===== src/rtl/dat_fill_seq.sv =====
// dat_fill_seq: fills DAT entries 0..last with an identity page->bank map, optionally reads them back,
// and yields every cycle to the CPU, which owns the DAT SRAM whenever cpu_req is high.
module dat_fill_seq #(
   parameter int         ADDR_WIDTH = 15,
   parameter logic [4:0] BANK_BASE  = 5'b00000,
   parameter logic [7:0] FILL_HI    = 8'h00,
   parameter bit         VERIFY_EN  = 1'b1
) (
   input  logic                  e,
   input  logic                  reset,
   input  logic                  start,
   input  logic [ADDR_WIDTH-1:0] last_addr,
   input  logic                  cpu_req,
   input  logic [ADDR_WIDTH-1:0] cpu_addr,
   input  logic [15:0]           cpu_wdata,
   input  logic                  cpu_we_l,
   input  logic                  cpu_we_h,
   input  logic [15:0]           dat_rd_data,
   output logic [ADDR_WIDTH-1:0] dat_addr,
   output logic [15:0]           dat_wdata,
   output logic                  dat_we_l,
   output logic                  dat_we_h,
   output logic                  busy,
   output logic                  done,
   output logic                  error,
   output logic [ADDR_WIDTH-1:0] err_addr
);
   typedef enum logic [1:0] {IDLE, FILL, VERIFY} state_t;
   state_t state_q, state_d;
   logic [ADDR_WIDTH-1:0] ptr_q, ptr_d, last_q, last_d, err_addr_q, err_addr_d;
   logic error_q, error_d, done_q, done_d;
   logic [15:0] pat;
   logic at_last;
   assign pat = {FILL_HI, BANK_BASE, ptr_q[2:0]};
   assign at_last = ptr_q == last_q;
   assign done = done_q;
   assign error = error_q;
   assign err_addr = err_addr_q;

   always_ff @(posedge e) begin
      if (reset) begin
         state_q <= IDLE;
         ptr_q <= '0;
         last_q <= '0;
         error_q <= 1'b0;
         err_addr_q <= '0;
         done_q <= 1'b0;
      end else begin
         state_q <= state_d;
         ptr_q <= ptr_d;
         last_q <= last_d;
         error_q <= error_d;
         err_addr_q <= err_addr_d;
         done_q <= done_d;
      end
   end

   // end-of-range test precedes the increment, so ptr never wraps even at all-ones
   always_comb begin
      state_d = state_q;
      ptr_d = ptr_q;
      last_d = last_q;
      error_d = error_q;
      err_addr_d = err_addr_q;
      done_d = 1'b0;
      if (!cpu_req)
         case (state_q)
            IDLE: if (start) begin
               state_d = FILL;
               ptr_d = '0;
               last_d = last_addr;
               error_d = 1'b0;
               err_addr_d = '0;
            end
            FILL: begin
               ptr_d = at_last ? '0 : ptr_q + 1'b1;
               if (at_last) begin
                  state_d = VERIFY_EN ? VERIFY : IDLE;
                  done_d = !VERIFY_EN;
               end
            end
            VERIFY: begin
               if (dat_rd_data != pat && !error_q) begin
                  error_d = 1'b1;
                  err_addr_d = ptr_q;
               end
               ptr_d = at_last ? '0 : ptr_q + 1'b1;
               if (at_last) begin
                  state_d = IDLE;
                  done_d = 1'b1;
               end
            end
            default: state_d = IDLE;
         endcase
   end

   always_comb begin
      dat_addr = (cpu_req || state_q == IDLE) ? cpu_addr : ptr_q;
      dat_wdata = (cpu_req || state_q == IDLE) ? cpu_wdata : pat;
      dat_we_l = !reset && (cpu_req ? cpu_we_l : state_q == FILL);
      dat_we_h = !reset && (cpu_req ? cpu_we_h : state_q == FILL);
      busy = state_q != IDLE;
   end
endmodule


===== config.mk =====
export PLATFORM = sky130hd
export DESIGN_NAME = dat_fill_seq
export DESIGN_NICKNAME = d
export VERILOG_FILES = /design/src/rtl/dat_fill_seq.sv
export SDC_FILE = /design/constraint.sdc
export NUM_CORES = 1
export LEC_CHECK = 0
export CORE_MARGIN = 1
export CORE_UTILIZATION = 42
export DETAILED_ROUTE_END_ITERATION = 16
export PLACE_DENSITY = 0.84
export SLEW_MARGIN = 0
export SYNTH_ARGS = -nofsm -noshare
export SYNTH_HDL_FRONTEND = slang
export SYNTH_SLANG_ARGS = --single-unit

===== constraint.sdc =====
create_clock -name e -period 2.41 [get_ports e]
set_input_delay 0.723 -clock e [delete_from_list [all_inputs] [get_ports e]]
set_output_delay 0.723 -clock e [all_outputs]
set_load 0.1 [all_outputs]

==> impl_metrics.sql <==
INSERT INTO impl_metrics (metric_group, metric, value, unit) VALUES
('grt', 'globalRoute.totalOverflow', '0', ''),
('setup_path', 'cp.depth', '8', ''),
('synth', 'netlist_top_cells_area', 'dfxtp_1 (38%), nand2_1 (14%), xor2_1 (7.4%)', ''),
('grt', 'maximum_number_of_pins_on_one_net_before_global_route_repair', '34', ''),
('routing', 'detailedRoute.firstPassIterationCount', '5', ''),
('die', 'initial_utilization', '0.438', ''),
('sta', 'timing.hold.ws', '0.459', 'ns'),
('finish', 'final_common_cell', 'clkdlybuf4s50_1', ''),
('synth', 'synthesis.area', '2610', 'um^2'),
('routing', 'ratio_of_routed_vias_to_standard_cells', '5.71', ''),
('power_and_ir_drop', 'comb_power_share', '0.458', ''),
('synth', 'average_size_of_a_mapped_cell', '7.54', 'um^2'),
('setup_path', 'rr_worst_depth', '6', ''),
('routing', 'antenna_violating_nets_post_route', '0', ''),
('synth', 'portion_of_the_post_synthesis_area_used_by_sequential_elements', '0.376', ''),
('die', 'placement_rows', '28', ''),
('clocking', 'post_cts_hold_buffer_count', '0', ''),
('synth', 'synth_fp_nets', '421', ''),
('clocking', 'clk_latency', '0.33', 'ns'),
('setup_path', 'cp_top_family', 'buffers and inverters', ''),
('synth', 'synth-compound-area-share', '0.106', ''),
('power_and_ir_drop', 'power.clock.fraction', '0.249', ''),
('power_and_ir_drop', 'net-switching-power', '1.14', 'mW'),
('setup_path', 'r2r_start', 'ptr_q[1]$_SDFFE_PP0P_', ''),
('sta', 'setup_repair_after_global_routing_missed_its_margin', 'true', ''),
('synth', 'synth-xor-area-share', '0.101', ''),
('synth', 'yosysUniqueCellTypes', '37', ''),
('finish', 'layout.cells.most_common_list', 'clkdlybuf4s50_1 (65), nand2_1 (53), dfxtp_1 (47), buf_4 (40), buf_12 (38)', ''),
('power_and_ir_drop', 'ir_drop', '617', 'uV'),
('place', 'dp.cells', '539', ''),
('setup_path', 'critPathSlowestCell', 'dfxtp_2', ''),
('synth', 'syn-instance-count', '346', ''),
('hold_path', 'hold_path_class', 'register to register', ''),
('clocking', 'htree_levels', '2', ''),
('synth', 'ys_seq_elements', '49', ''),
('routing', 'routed_wirelength', '11.5', 'mm'),
('setup_path', 'crit_path_max_fanout', '7', ''),
('sta', 'timing.final.setup_violations', '11', ''),
('grt', 'antenna_violations_before_repair', '0', ''),
('finish', 'drive_above_1_share', '0.351', ''),
('outcome', 'run_status', 'finished, violations left', ''),
('die', 'io-pin-count', '119', ''),
('setup_path', 'critical_path.n_buffers_inverters', '4', ''),
('setup_path', 'worst_setup_path_endpoint', 'dat_addr[5]', ''),
('outcome', 'failed_checks', 'negative setup slack', ''),
('place', 'place.detailed.hpwl', '6.50', 'mm'),
('finish', 'areaGrowthSynthToFinish', '89.6', '%'),
('power_and_ir_drop', 'power_density', '594', 'nW/um^2'),
('place', 'gp_routability_congestion', '0.889', ''),
('job', 'cap_viol_max_count', '0', ''),
('synth', 'synth.top_cell.area_share', '0.376', ''),
('routing', 'drt_first_iter_violations', '292', ''),
('sta', 'final.setup.tns', '-0.237', 'ns'),
('clocking', 'cts_tree', 'done', ''),
('setup_path', 'worstSetupStartpoint', 'state_q[0]$_SDFFE_PP0P_', ''),
('sta', 'timing.final.crit_period', '2.48', 'ns'),
('die', 'design.die.area', '6530', 'um^2'),
('sta', 'finClkSkew', '0.0144', 'ns'),
('power_and_ir_drop', 'power.share.switching', '0.387', ''),
('synth', 'synth.yosys.warnings', '0', ''),
('synth', 'post_synth_edffs', '0', ''),
('setup_path', 'r2r-end', 'state_q[1]$_SDFFE_PP0P_', ''),
('sta', 'setup_ws', '-0.0705', 'ns'),
('setup_path', 'start_kind', 'register', ''),
('setup_path', 'critical-path-max-stage-delay', '0.37', 'ns'),
('finish', 'final_nets', '553', ''),
('synth', 'simple_gate_fraction_of_synth_area', '0.311', ''),
('sta', 'timing.fmax', '0.403', 'GHz'),
('grt', 'groute.usage.overall', '0.339', ''),
('sta', 'timing_hold_violations_final', '0', ''),
('clocking', 'clk_root_buffer_cell', 'clkbuf_8', '');
layout make-up:
class / instances / area [um^2] / share of cell area
multi-input cells: 265 / 1850 / 0.375
clock buffers: 5 / 68.8 / 0.0139
well taps: 75 / 93.8 / 0.0190
clock inverters: 3 / 68.8 / 0.0139
flip-flops and latches: 49 / 983 / 0.199
repair buffers: 151 / 1850 / 0.374
inverters: 6 / 27.5 / 0.00557
worst min-delay path: stages, from the launching register on:
cell     delay (ns)
dfxtp_1        0.32
nand2_1        0.05
a21oi_1        0.05
metrics by stage:
stage | util | setup slack [ns] | cell area, um^2 | power [mW]
detailed placement | 0.752 | -0.396 | 4480 | 2.07
floorplan | - | -0.290 | 2790 | 1.59
finish | 0.830 | -0.0705 | 4950 | 2.94
CTS | 0.807 | -0.00675 | 4810 | 2.85
global placement | 0.752 | -0.402 | 4480 | 2.05
global route | 0.830 | -0.0935 | 4950 | 3.02
power by group through the flow:
stage               combinational, mW  sequential, mW  clock (mW)
floorplan                       0.711           0.876           0
global placement                 1.18           0.874           0
detailed placement               1.20           0.875           0
CTS                              1.27           0.859       0.719
global route                     1.38           0.865       0.773
finish                           1.34           0.863       0.731
worst min path at each step:
stage | slack (ns) | end | cells after the start | from
global placement | 0.44 | err_addr[2]$_SDFFE_PP0P_ | 2 | err_addr[2]$_SDFFE_PP0P_
CTS | 0.46 | err_addr[8]$_SDFFE_PP0P_ | 2 | err_addr[8]$_SDFFE_PP0P_
floorplan | 0.45 | last_q[10]$_SDFFE_PP0P_ | 2 | last_q[10]$_SDFFE_PP0P_
detailed placement | 0.45 | err_addr[8]$_SDFFE_PP0P_ | 2 | err_addr[8]$_SDFFE_PP0P_
finish | 0.46 | err_addr[1]$_SDFFE_PP0P_ | 2 | err_addr[1]$_SDFFE_PP0P_
global route | 0.48 | err_addr[1]$_SDFFE_PP0P_ | 2 | err_addr[1]$_SDFFE_PP0P_
layer usage:
metal  GRT usage  vias to the layer above  routed length, um
li1            -                     1400                  -
met1       0.377                     1478               4100
met2       0.587                      222               5760
met3      0.0843                       64                886
met4       0.191                        0                714
met5           0                        -                  0
timing repair:
item,CTS,global route
buffers inserted,3,0
pin swaps,4,29
setup endpoints to repair,33,47
cloned,4,0
gates resized for setup,42,33
state kept, by name (all words and copies together), names as in the netlist:
| name | flops |
|---|---|
| state_q | 2 |
| error | 1 |
| last_q | 15 |
| done | 1 |
| err_addr | 15 |
| ptr_q | 15 |
kinds of logic after synthesis:
logic type / Yosys count
AO/OA/AOI/OAI: 43
buffers and inverters: 32
AND/OR/NAND/NOR: 181
flip-flops: 49
multiplexers: 4
XOR/XNOR: 30
adder cells (fa/ha/maj): 7
synth_stat cells, types with 2 or more instances:
cell	instances
a21oi_1	29
a22o_1	3
a31oi_1	2
and2_1	15
and3_1	4
buf_2	10
buf_4	2
clkbuf_1	12
dfxtp_1	49
ha_1	7
inv_1	4
inv_2	2
mux2i_1	4
nand2_1	98
nand2b_1	3
nand3_1	16
nand4_1	6
nor2_1	22
nor3_1	5
nor4_1	6
o21ai_1	2
or2_2	2
xnor2_1	8
xor2_1	22
Power figures use the tool's default switching activity.
==> patch, RTL diff (same settings) <==
Set the parameter `ADDR_WIDTH` to 14 (it was 15).
--- a/src/rtl/dat_fill_seq.sv
+++ b/src/rtl/dat_fill_seq.sv
@@ -1,7 +1,7 @@
 // dat_fill_seq: fills DAT entries 0..last with an identity page->bank map, optionally reads them back,
 // and yields every cycle to the CPU, which owns the DAT SRAM whenever cpu_req is high.
 module dat_fill_seq #(
-   parameter int         ADDR_WIDTH = 15,
+   parameter int         ADDR_WIDTH = 14,
    parameter logic [4:0] BANK_BASE  = 5'b00000,
    parameter logic [7:0] FILL_HI    = 8'h00,
    parameter bit         VERIFY_EN  = 1'b1
Interface: changed (resized cpu_addr, dat_addr, err_addr and last_addr); port bits go from 119 to 115. The function was not compared with the original's and may differ.
==> patch against the unedited design <==
  * Synthesized cell count shrank 4.3%
  * Via count shrank 11%
  * Design area shrank 9.9%
  * Non-clock buffer count shrank 14
  * Sequential power shrank 6.1%
  * Synthesized area shrank 3.3%
  * Setup slack gained 110 ps
  * Register-to-register slack gained 190 ps
  * Wire length shrank 24%
  * Total power shrank 6.3%
  * Sequential cell count shrank 3
  * Critical path type is now in2out
==> patch: results <==
{
  "synth_xor_area_share_pct": 9.72,
  "reg2reg_to": "err_addr[13]",
  "leakage_uw": 0.00186,
  "grt_pass1_wl_um": 13500,
  "syn_nets": 404,
  "yosysTopAreaCellShare_pct": 36.5,
  "fin_hold_ws_ps": 466,
  "final_cells": 527,
  "yosysUniqueCellTypes": 34,
  "grt_max_degree": 19,
  "n_antenna_cell": 0,
  "status": "finished, final reports clean",
  "path_max_fanout": 1,
  "yosysWarningCount": 0,
  "htreeDepth": 2,
  "rr_worst_depth": 8,
  "postRouteWirelength_um": 8670,
  "drt_iter0_drc": 208,
  "hpwl_um": 6350,
  "port_buffers": 114,
  "postSynthAreaPerCell_sq_um": 7.62,
  "yosys.area_share.adder_pct": 3.47,
  "r2r_slack_ps": 280,
  "post_dp_cell_area_sq_um": 4250,
  "yosys-top-cells-count": "nand2_1 (85), dfxtp_1 (46), a21oi_1 (26)",
  "place_inst": 513,
  "finClkSkew_ps": 6.16,
  "num-nets-final": 527,
  "synth.top_cells.by_area": "dfxtp_1 (36%), nand2_1 (13%), xor2_1 (7.6%)",
  "r2r_start": "state_q[0]",
  "vias": 2812,
  "p_sw_share_pct": 40.8,
  "arrival_ps": 1650,
  "vdd_drop_max_mv": 0.433,
  "finalWeightedCongestion": 0.915,
  "clock_latency_ps": 300,
  "layout-drive-gt1-share_pct": 30.3,
  "tightest_slew_ps": 538,
  "yosysSeqAreaShare_pct": 36.5,
  "synth-compound-area-share_pct": 9.32,
  "first_pass_iters": 4,
  "muxShareOfSynthArea_pct": 1.59,
  "grt_util_all_layers_pct": 28.0
}
==> patch: cell type report <==
type,instances,area [sq um]
Multi-Input combinational cell,259,1690
Timing Repair Buffer,137,1620
Fill cell,354,1180
Sequential cell,46,923
Tap cell,72,90.1
Clock buffer,5,68.8
Clock inverter,3,48.8
Inverter,5,18.8
==> patch: layer usage <==
metal	routed length, um	vias to the layer above	track usage (%)	share of wire, %
met5	0	-	0	0
met4	172	0	8.73	2.0
met3	678	18	6.06	7.8
met2	4510	139	51.1	52
met1	3310	1309	32.0	38
li1	-	1346	-	-
==> patch: through the flow <==
stage | worst slack, ps | setup TNS [ps]
final | 36.8 | 0
after global routing | 6.01 | 0
after CTS | 26.4 | 0
after detailed placement | -379 | -10950
after global placement | -358 | -10450
after floorplan | -119 | -119
==> patch: cells by family (layout without fill, tap and decap cells) <==
family | Yosys count | count (layout)
compound gates | 38 | 38
xor+xnor | 28 | 28
fa+ha+maj | 7 | 7
buf+inv | 29 | 150
flops | 46 | 46
mux | 4 | 4
simple gates | 179 | 182
==> patch: worst max-delay path: stages <==
cell and delay [ps]:
clkdlybuf4s50_1 480, nand2_2 80, a21oi_4 180, buf_12 190
==> patch: timing repair <==
item                                    CTS  global route
pin swaps                                 4             7
endpoints found under the setup margin   32            14
resized for setup                        19             4
buffers inserted                          2             0
cloned                                    4             0
==> patch: power groups by stage <==
stage,Clock [uW],Combinational [uW],Sequential [uW]
after floorplan,0,788,830
after global placement,0,1260,827
after detailed placement,0,1280,829
after CTS,598,1340,808
after global routing,633,1390,812
final,599,1340,810
==> patch: worst max-delay path by stage <==
stage | start | to | slack, ps
after floorplan | cpu_req | dat_addr[12] | -120
after global placement | cpu_req | dat_addr[4] | -360
after detailed placement | cpu_req | dat_wdata[1] | -380
after CTS | state_q[1] | dat_addr[0] | 30
after global routing | state_q[0] | dat_wdata[12] | 6
final | cpu_we_l | dat_we_l | 40
